--- config.mk ---
export PLATFORM = sky130hd
export DESIGN_NAME = atm_session_driver
export DESIGN_NICKNAME = d
export VERILOG_FILES = /design/src/rtl/atm_session_driver.sv
export SDC_FILE = /design/constraint.sdc
export NUM_CORES = 1
export LEC_CHECK = 0
export CORE_MARGIN = 2
export CORE_UTILIZATION = 50
export DETAILED_ROUTE_END_ITERATION = 16
export GPL_ROUTABILITY_DRIVEN = 0
export GPL_TIMING_DRIVEN = 1
export PLACE_DENSITY = 0.88
export SKIP_CTS_REPAIR_TIMING = 1
export SKIP_LAST_GASP = 1
export SLEW_MARGIN = 20
export SYNTH_ARGS = -nofsm -noshare
export SYNTH_HDL_FRONTEND = slang
export SYNTH_SLANG_ARGS = --single-unit
--- constraint.sdc ---
create_clock -name clk -period 7.8 [get_ports clk]
set_clock_uncertainty 0.2 [all_clocks]
set_input_delay 0.78 -clock clk [delete_from_list [all_inputs] [get_ports clk]]
set_output_delay 0.78 -clock clk [all_outputs]
set_load 0.02 [all_outputs]
--- src/rtl/atm_session_driver.sv ---
// Customer-side session sequencer for the ATM core: takes one request at a time
// over valid/ready, walks the ATM through card/language/PIN/op/amount and reports a status.
module atm_session_driver #(
    parameter int PIN_WIDTH = 4,
    parameter int AMT_WIDTH = 32,
    parameter int TIMEOUT   = 16
) (
    input  logic                 clk,
    input  logic                 reset,
    input  logic                 req_valid,
    output logic                 req_ready,
    input  logic [1:0]           req_opcode,
    input  logic [AMT_WIDTH-1:0] req_amount,
    input  logic [PIN_WIDTH-1:0] req_pin,
    input  logic                 req_language,
    input  logic                 req_more,
    output logic                 cardIn,
    output logic                 Language,
    output logic                 Another_Operation,
    output logic                 moneyDeposited,
    output logic                 ejectCard,
    output logic [PIN_WIDTH-1:0] password,
    output logic [1:0]           opCode,
    output logic [AMT_WIDTH-1:0] inputAmount,
    input  logic                 correctPassword,
    input  logic                 Balance_Shown,
    input  logic                 Deposited_Successfully,
    input  logic                 Withdrawed_Successfully,
    input  logic                 ATM_Usage_Finished,
    output logic                 rsp_valid,
    output logic [1:0]           rsp_status,
    output logic [7:0]           txn_count,
    output logic                 busy
);
    localparam int CW = $clog2(TIMEOUT + 1);

    typedef enum logic [3:0] {
        IDLE = 4'd0, CARD = 4'd1, LANG = 4'd2, PIN = 4'd3, OP = 4'd4,
        AMOUNT = 4'd5, WAIT_DONE = 4'd6, RESP = 4'd7, NEXT = 4'd8, EJECT = 4'd9
    } state_t;

    state_t                 state_r, state_s;
    logic [CW-1:0]          win_r;
    logic                   accept_s, expired_s, done_match_s;
    logic [1:0]             status_s;
    logic [1:0]             op_r, lat_op_s;
    logic [AMT_WIDTH-1:0]   amt_r, lat_amt_s;
    logic [PIN_WIDTH-1:0]   pin_r, lat_pin_s;
    logic                   lang_r, lat_lang_s, more_r, lat_more_s;
    logic                   card_s, lang_s, another_s, money_s, eject_s, rvalid_s, ready_s, busy_s;
    logic [PIN_WIDTH-1:0]   pass_s;
    logic [1:0]             opc_s, rstatus_s;
    logic [AMT_WIDTH-1:0]   amt_s;
    logic [7:0]             count_s;

    assign accept_s  = req_valid & req_ready;
    assign expired_s = (win_r == CW'(TIMEOUT - 1));

    // Completion flag that belongs to the latched opcode; other flags are ignored.
    always_comb begin
        done_match_s = 1'b0;
        case (op_r)
            2'b01:   done_match_s = Balance_Shown;
            2'b10:   done_match_s = Deposited_Successfully;
            2'b11:   done_match_s = Withdrawed_Successfully;
            default: done_match_s = 1'b0;
        endcase
    end

    // State register, request latches and wait-window counter.
    always_ff @(posedge clk) begin
        if (reset) begin
            state_r <= IDLE;
            win_r   <= {CW{1'b0}};
            op_r    <= 2'b00;
            amt_r   <= {AMT_WIDTH{1'b0}};
            pin_r   <= {PIN_WIDTH{1'b0}};
            lang_r  <= 1'b0;
            more_r  <= 1'b0;
        end else begin
            state_r <= state_s;
            win_r   <= ((state_s != state_r) || (state_r == IDLE)) ? {CW{1'b0}} : win_r + CW'(1);
            op_r    <= lat_op_s;
            amt_r   <= lat_amt_s;
            pin_r   <= lat_pin_s;
            lang_r  <= lat_lang_s;
            more_r  <= lat_more_s;
        end
    end

    // Next-state logic; status_s is the status carried into RESP.
    always_comb begin
        state_s  = state_r;
        status_s = 2'b00;
        case (state_r)
            IDLE: begin
                if (accept_s) begin
                    if (req_opcode == 2'b00) begin
                        state_s  = RESP;
                        status_s = 2'b11;
                    end else begin
                        state_s = CARD;
                    end
                end else begin
                    state_s = IDLE;
                end
            end
            CARD:   state_s = LANG;
            LANG:   state_s = PIN;
            PIN: begin
                if (correctPassword) begin
                    state_s = OP;
                end else if (expired_s) begin
                    state_s  = RESP;
                    status_s = 2'b01;
                end else begin
                    state_s = PIN;
                end
            end
            OP:     state_s = AMOUNT;
            AMOUNT: state_s = WAIT_DONE;
            WAIT_DONE: begin
                if (done_match_s) begin
                    state_s = RESP;
                end else if (expired_s) begin
                    state_s  = RESP;
                    status_s = 2'b10;
                end else begin
                    state_s = WAIT_DONE;
                end
            end
            RESP:   state_s = ((rsp_status == 2'b00) && more_r) ? NEXT : EJECT;
            NEXT: begin
                if (accept_s) begin
                    if (req_opcode == 2'b00) begin
                        state_s  = RESP;
                        status_s = 2'b11;
                    end else begin
                        state_s = OP;
                    end
                end else if (expired_s) begin
                    state_s = EJECT;
                end else begin
                    state_s = NEXT;
                end
            end
            EJECT: begin
                if (ATM_Usage_Finished || expired_s) begin
                    state_s = IDLE;
                end else begin
                    state_s = EJECT;
                end
            end
            default: state_s = IDLE;
        endcase
    end

    // Next values of latches and outputs, keyed on the state being entered.
    always_comb begin
        if (accept_s) begin
            lat_op_s   = req_opcode;
            lat_amt_s  = req_amount;
            lat_more_s = req_more;
        end else begin
            lat_op_s   = op_r;
            lat_amt_s  = amt_r;
            lat_more_s = more_r;
        end
        if (accept_s && (state_r == IDLE)) begin
            lat_pin_s  = req_pin;
            lat_lang_s = req_language;
        end else begin
            lat_pin_s  = pin_r;
            lat_lang_s = lang_r;
        end
        card_s    = cardIn;
        lang_s    = Language;
        pass_s    = password;
        opc_s     = 2'b00;
        amt_s     = inputAmount;
        money_s   = 1'b0;
        another_s = Another_Operation;
        case (state_s)
            IDLE: begin
                card_s    = 1'b0;
                lang_s    = 1'b0;
                pass_s    = {PIN_WIDTH{1'b0}};
                amt_s     = {AMT_WIDTH{1'b0}};
                another_s = 1'b0;
            end
            CARD:   card_s = 1'b1;
            LANG:   lang_s = lat_lang_s;
            PIN:    pass_s = lat_pin_s;
            OP:     opc_s  = lat_op_s;
            AMOUNT: begin
                opc_s   = opCode;
                amt_s   = (lat_op_s == 2'b01) ? {AMT_WIDTH{1'b0}} : lat_amt_s;
                money_s = (lat_op_s == 2'b10);
            end
            WAIT_DONE: begin
                opc_s   = opCode;
                money_s = moneyDeposited;
            end
            RESP:   opc_s = opCode;
            NEXT: begin
                amt_s     = {AMT_WIDTH{1'b0}};
                another_s = 1'b1;
            end
            EJECT:  another_s = 1'b0;
            default: begin
                card_s    = 1'b0;
                another_s = 1'b0;
            end
        endcase
        eject_s   = (state_s == EJECT);
        rvalid_s  = (state_s == RESP);
        rstatus_s = rvalid_s ? status_s : rsp_status;
        ready_s   = (state_s == IDLE) || (state_s == NEXT);
        busy_s    = (state_s != IDLE);
        count_s   = (rvalid_s && (status_s == 2'b00) && (txn_count != 8'hFF)) ? txn_count + 8'd1 : txn_count;
    end

    // Output registers.
    always_ff @(posedge clk) begin
        if (reset) begin
            req_ready         <= 1'b1;
            cardIn            <= 1'b0;
            Language          <= 1'b0;
            Another_Operation <= 1'b0;
            moneyDeposited    <= 1'b0;
            ejectCard         <= 1'b0;
            password          <= {PIN_WIDTH{1'b0}};
            opCode            <= 2'b00;
            inputAmount       <= {AMT_WIDTH{1'b0}};
            rsp_valid         <= 1'b0;
            rsp_status        <= 2'b00;
            txn_count         <= 8'd0;
            busy              <= 1'b0;
        end else begin
            req_ready         <= ready_s;
            cardIn            <= card_s;
            Language          <= lang_s;
            Another_Operation <= another_s;
            moneyDeposited    <= money_s;
            ejectCard         <= eject_s;
            password          <= pass_s;
            opCode            <= opc_s;
            inputAmount       <= amt_s;
            rsp_valid         <= rvalid_s;
            rsp_status        <= rstatus_s;
            txn_count         <= count_s;
            busy              <= busy_s;
        end
    end
endmodule

-- After elaboration in Yosys (flattened, before gate mapping)
Cells that the tools add are included.
W data, S select, Z words.
- register bits: 105
- input port bits: 48
- output and inout port bits: 56
- add/sub/neg operators: 2
- equality and inequality tests: 26
- mux-type cells: 32
- bitwise gates (word level): 1
- reduce and logical (&&, ||, !) cells: 22
- operator list (operator ; count):
    $mux W32 ; 2
    $pmux W32 S2 ; 1
    $pmux W4 S10 ; 1
    $eq A4 B3 Y1 const B ; 8
    $eq A4 B2 Y1 const B ; 4
    $eq A4 B4 Y1 const B ; 4
    $mux W4 ; 4
    $mux W2 ; 6
    $mux W3 ; 3
    $add A8 B1 Y8 const B ; 1
    $eq A4 B1 Y1 const B ; 2
    $logic_not A4 Y1 ; 2
    $ne A8 B8 Y1 const B ; 1
    $pmux W1 S2 ; 4
    $pmux W4 S2 ; 1
    $reduce_or A8 Y1 ; 1
    $mux W1 ; 7
    $reduce_or A7 Y1 ; 1
    $eq A2 B2 Y1 const B ; 3
    $logic_not A2 Y1 ; 3
    $pmux W2 S3 ; 1
    $reduce_bool A2 Y1 ; 3
    $reduce_or A2 Y1 ; 3
    $add A5 B1 Y5 const B ; 1
    other kinds (10) ; 16

-- Logic depth before layout (Yosys ltp)
- depth in word-level cells: 7
- mapped depth: 12

-- Least setup slack after synthesis
No wires, ideal clock.
- path kind: register to register
- from: reg win_r[0]
- to: reg txn_count[5]
- arrival: 2.296 ns
- required time: 7.477 ns
- setup slack: 5.180 ns
- cell stages (with the launch flop): 11
- buffers on the path: 1
- clock period less this slack: 2.620 ns
- cells stage by stage: dfxtp_1 > ha_1 > and3_1 > ha_1 > buf_6 > nor4b_2 > and2b_2 > a31o_4 > o31ai_2 > nor4_1 > mux2_1
- word-level cells in the longest chain between the ends: 7
- elaborated cells on any way between the ends: 19
- classes of those cells: 2 x eq/ne; 13 x mux; 4 x reduce/logical
- ends and longest elaborated chain (element ; RTL line ; text):
    start: declaration ; 43 ; logic [CW-1:0] win_r;
    start signal: assignment ; 74 ; win_r <= {CW{1'b0}};
    start signal: assignment ; 82 ; win_r <= ((state_s != state_r) || (state_r == IDLE)) ? {CW{1'b0}} : win_r + CW'(1);
    $eq A5 B4 Y1 * ; 57 ; assign expired_s = (win_r == CW'(TIMEOUT - 1));
    $mux W1 (tied with other cells) ; 113, 125, 141 ;
    $mux W4 (tied with other cells) ; 134 ; if (accept_s) begin
    $pmux W4 S10 / $pmux W2 S3 (equally long branches) ; 95 ; case (state_r)
    $eq A4 B3 Y1 / $logic_not A2 Y1 (equally long branches) ; 216, 220 ;
    $logic_and A1 B1 Y1 * (2 in series) ; 220 ; count_s = (rvalid_s && (status_s == 2'b00) && (txn_count != 8'hFF)) ? txn_count + 8'd1 : txn_count;
    end signal: assignment ; 251 ; txn_count <= count_s;
    end: declaration ; 32 ; output logic [7:0] txn_count,
Mark *: on every way between the ends. The rest lies on a longest branch, timed or not.
A chain may end at the register's enable or synchronous reset.

-- Worst setup path in the final report
- from: in req_valid
- to: reg txn_count[5]
- word-level cells in the longest chain between the ends: 6
- elaborated cells on any way between the ends: 10
- classes of those cells: 1 x eq/ne; 5 x mux; 1 x bitwise; 3 x reduce/logical
- ends and longest elaborated chain (element ; RTL line ; text):
    start: declaration ; 10 ; input logic req_valid,
    $and A1 B1 Y1 * ; 56 ; assign accept_s = req_valid & req_ready;
    $mux W4 (tied with other cells) ; 134 ;
    $pmux W4 S10 / $pmux W2 S3 (equally long branches) ; 95 ;
    $eq A4 B3 Y1 / $logic_not A2 Y1 (equally long branches) ; 216, 220 ;
    $logic_and A1 B1 Y1 * (2 in series) ; 220 ;
Marked as above.

==> summary.md <==
| Metric | Value |
|---|---|
| Status | `complete, no violations` |
| Largest net degree at the start of global routing | `68` |
| Setup WS post-layout | `4.01 ns` |
| Max Clk Rate | `264 MHz` |
| PD cells | `243 nW/µm²` |
| WL final | `10100 µm` |
| Synthesis-stage register bit count | `105` |
| Antenna viol nets, final | `0` |
| Vias | `3679` |
| Syn_nets | `527` |
| H-tree depth | `3` |
| Via density | `5.44` |
| Leak pwr | `2.10 nW` |
| GRT Total Usage | `20.8%` |
| Max-Cap Viols | `0` |
| CP Launch Type | `input port` |
| Number of CTS-inserted buffers | `9` |
| Final Hold Vio Count | `0` |
| Async SR Flop Fraction | `0%` |
| CP max stage delay | `0.79 ns` |
| CTS Buffer Depth | `2` |
| Top Ports | `104` |
| Critical path cell sequence | `clkdlybuf4s50_1 -> nand2_2 -> nand2_1 -> a31o_4 -> o31ai_2 -> nor4_1 -> mux2_1` |
| Reg clk slew, reported paths | `0.10 ns` |
| Largest delay contributor family on the critical path | `simple AND/OR/NAND/NOR gates` |
| Initial Utilization | `50.8%` |
| DRC | `0` |
| Slew Viols, Final | `0` |
| Fin Setup TNS | `0 ns` |
| Pre-antenna DRT Iters | `4` |
| Logic pwr share | `28.5%` |
| Crit-path slowest cell | `nand2_2` |
| Vias in the first global route | `3550` |
| Share of the synthesized area in the top cell type | `47.9%` |
| Sw Ratio | `33.2%` |
| Worst Tran Pin Value | `1.05 ns` |
| Port bufs | `103` |
| Hpwl dp | `7100 µm` |
| Die area | `9550 µm²` |
| WP data required | `7.85 ns` |
| Crit end category | `register` |
| Synth cell types | `64` |
| Reg power frac | `46.0%` |
| Netlist Area Pre-Place | `4390 µm²` |
| Psw | `0.448 mW` |
| Post-layout minimum cycle time | `3.79 ns` |
| Post-synth EDFFs | `0` |
| Critical path depth in cells | `7` |
| Main synth FF type | `dfxtp_1` |
| RSZ-0062 raised after global routing | `no` |
| WL per Instance | `14.9 µm` |
| Rel. slew slack | `29.5%` |
| Hold path depth | `1` |
| Sequential area share after synthesis | `47.9%` |
| Diode count | `0` |
| Clock share of power | `25.5%` |
| Buf+Inv Stages, Crit Path | `1` |
| Site Rows | `34` |
| CTS Sinks | `105` |
| Worst-case reg-to-reg path depth | `6` |
| First-pass GRT wire length | `16400 µm` |
| Post-Syn Instances | `476` |
| Critical Path Fanout Max | `36` |
| CP Data Arrival Time | `3.84 ns` |
| Share of post-route cells with drive strength above 1 | `7.75%` |
| Tightest Hold Check Type | `reg2reg` |
| Die Height | `97.7 µm` |
| Yosys top cell by area | `dfxtp_1` |
| Peak VDD IR | `0.000136 V` |
| Largest cells by area after synthesis | `dfxtp_1 48%, nor2_1 10%, mux2i_1 8.7%, a21oi_1 5.2%, buf_6 2.6%` |
| Syn-to-layout area delta | `26.5%` |
| Initial antenna violation count | `0` |
| Nets | `614` |
| Die Wd | `97.7 µm` |
| Initial DRC Count | `159` |
| GRT overflow | `0` |
| Crit Path Class | `in2reg` |
| Skew-Pair Late Insertion Delay | `0.36 ns` |
| # setup viols final | `0` |
| TritonCTS clock tree | `done` |
| Root Buffer | `clkbuf_8` |
| YS warnings | `0` |
| Int Pwr | `0.901 mW` |
| Worst Setup Slack post-DPL | `3.60 ns` |
| Final period util | `48.5%` |
| Core Area | `8640 µm²` |
| Avg Inst Size Synth | `9.22 µm²` |
-- logic make-up after synthesis --
logic type | Yosys count | share of synthesized area [%]
AO/OA/AOI/OAI | 97 | 15.9
adder cells (fa/ha/maj) | 3 | 0.855
multiplexers | 40 | 9.18
AND/OR/NAND/NOR | 188 | 19.7
buffers and inverters | 41 | 6.13
flip-flops | 105 | 47.9
XOR/XNOR | 2 | 0.399
-- synth_stat cells (2+ instances only) --
cell type,n
ha_1,3
nand2b_1,6
mux2i_1,38
a211oi_1,4
clkbuf_1,13
nand3_1,4
o21ai_0,7
nand4_1,2
a31o_2,2
nor2_1,117
inv_1,10
and2_1,3
and2b_2,2
or4_1,6
o21a_1,2
or3_1,2
a32o_1,3
nor4_1,2
a31oi_1,4
a21oi_1,46
clkbuf_8,2
o32ai_1,4
nand2_1,25
buf_2,3
o31ai_1,5
nor2b_1,5
and3_1,2
buf_6,10
dfxtp_1,105
nor3_1,4
a21o_1,2
-- layout make-up --
| cell class | instances | area, µm² |
|---|---|---|
| flip-flops and latches | 105 | 2100 |
| inverters | 11 | 41.3 |
| fillers | 702 | 3080 |
| clock inverters | 5 | 62.6 |
| repair buffers | 106 | 1050 |
| multi-input cells | 330 | 2020 |
| well taps | 108 | 135 |
| clock buffers | 11 | 141 |
-- worst paths after layout --
path	from	endpoint	slack, ns
max	req_valid	txn_count[5]	4.01
min	win_r[0]	win_r[0]	0.26
max reg2reg	req_ready	txn_count[5]	4.55
min reg2reg	win_r[0]	win_r[0]	0.26
-- placed cells by master (no fill, tap or decap), types with 2 or more instances in the layout --
cell             instances
a31o_2                   2
a21o_1                   2
or3_1                    2
dfxtp_1                105
clkbuf_8                10
o21a_1                   2
or4_1                    6
nand4_1                  2
nor2_1                 117
o32ai_1                  4
nor3_1                   4
nand2_1                 24
nor2b_1                  5
and2b_2                  2
a31oi_1                  4
inv_1                   10
a32o_1                   3
nand2b_1                 6
and2_1                   3
nand3_1                  4
o21ai_0                  7
buf_4                    3
nor4_1                   2
ha_1                     3
a21oi_1                 46
clkdlybuf4s50_1        102
and3_1                   2
o31ai_1                  5
mux2i_1                 38
a211oi_1                 4
-- through the flow --
step	total power [mW]	instance area, µm²	util, %	hold WS (ns)	cells
floorplan	0.917	4390	-	0.218	476
global placement	1.00	5350	61.9	0.227	660
detailed placement	1.02	5350	61.9	0.244	660
CTS	1.36	5550	64.3	0.258	676
global route	1.42	5550	64.3	0.279	676
finish	1.35	5550	64.3	0.256	676
-- power groups by stage --
stage               sequential, mW  clock, mW  combinational, mW
finish                       0.621      0.344              0.385
global route                 0.627      0.373              0.419
CTS                          0.620      0.350              0.385
detailed placement           0.633          0              0.383
global placement             0.630          0              0.370
floorplan                    0.636          0              0.281
-- state kept, by name (all words and copies together) (netlist names) --
register	count
op_r	2
Another_Operation	1
password	4
req_ready	1
txn_count	8
cardIn	1
amt_r	32
moneyDeposited	1
state_r	4
pin_r	4
rsp_status	2
rsp_valid	1
busy	1
opCode	2
ejectCard	1
Language	1
more_r	1
inputAmount	32
win_r	5
lang_r	1
-- metal layers --
layer	vias up	global-route usage, %	routed length (µm)
li1	1809	-	-
met1	1700	26.1	4150
met2	146	33.8	4930
met3	24	6.19	767
met4	0	8.12	248
met5	-	0	0
-- worst register-to-register path: cells and delay by family (launching register included) --
family / cells / cell delay (ns)
multiplexers: 1 / 0.36
flip-flops: 1 / 0.37
AND/OR/NAND/NOR: 3 / 1.15
AO/OA/AOI/OAI: 2 / 1.07
No activity file was read; power rests on OpenSTA's default activity.
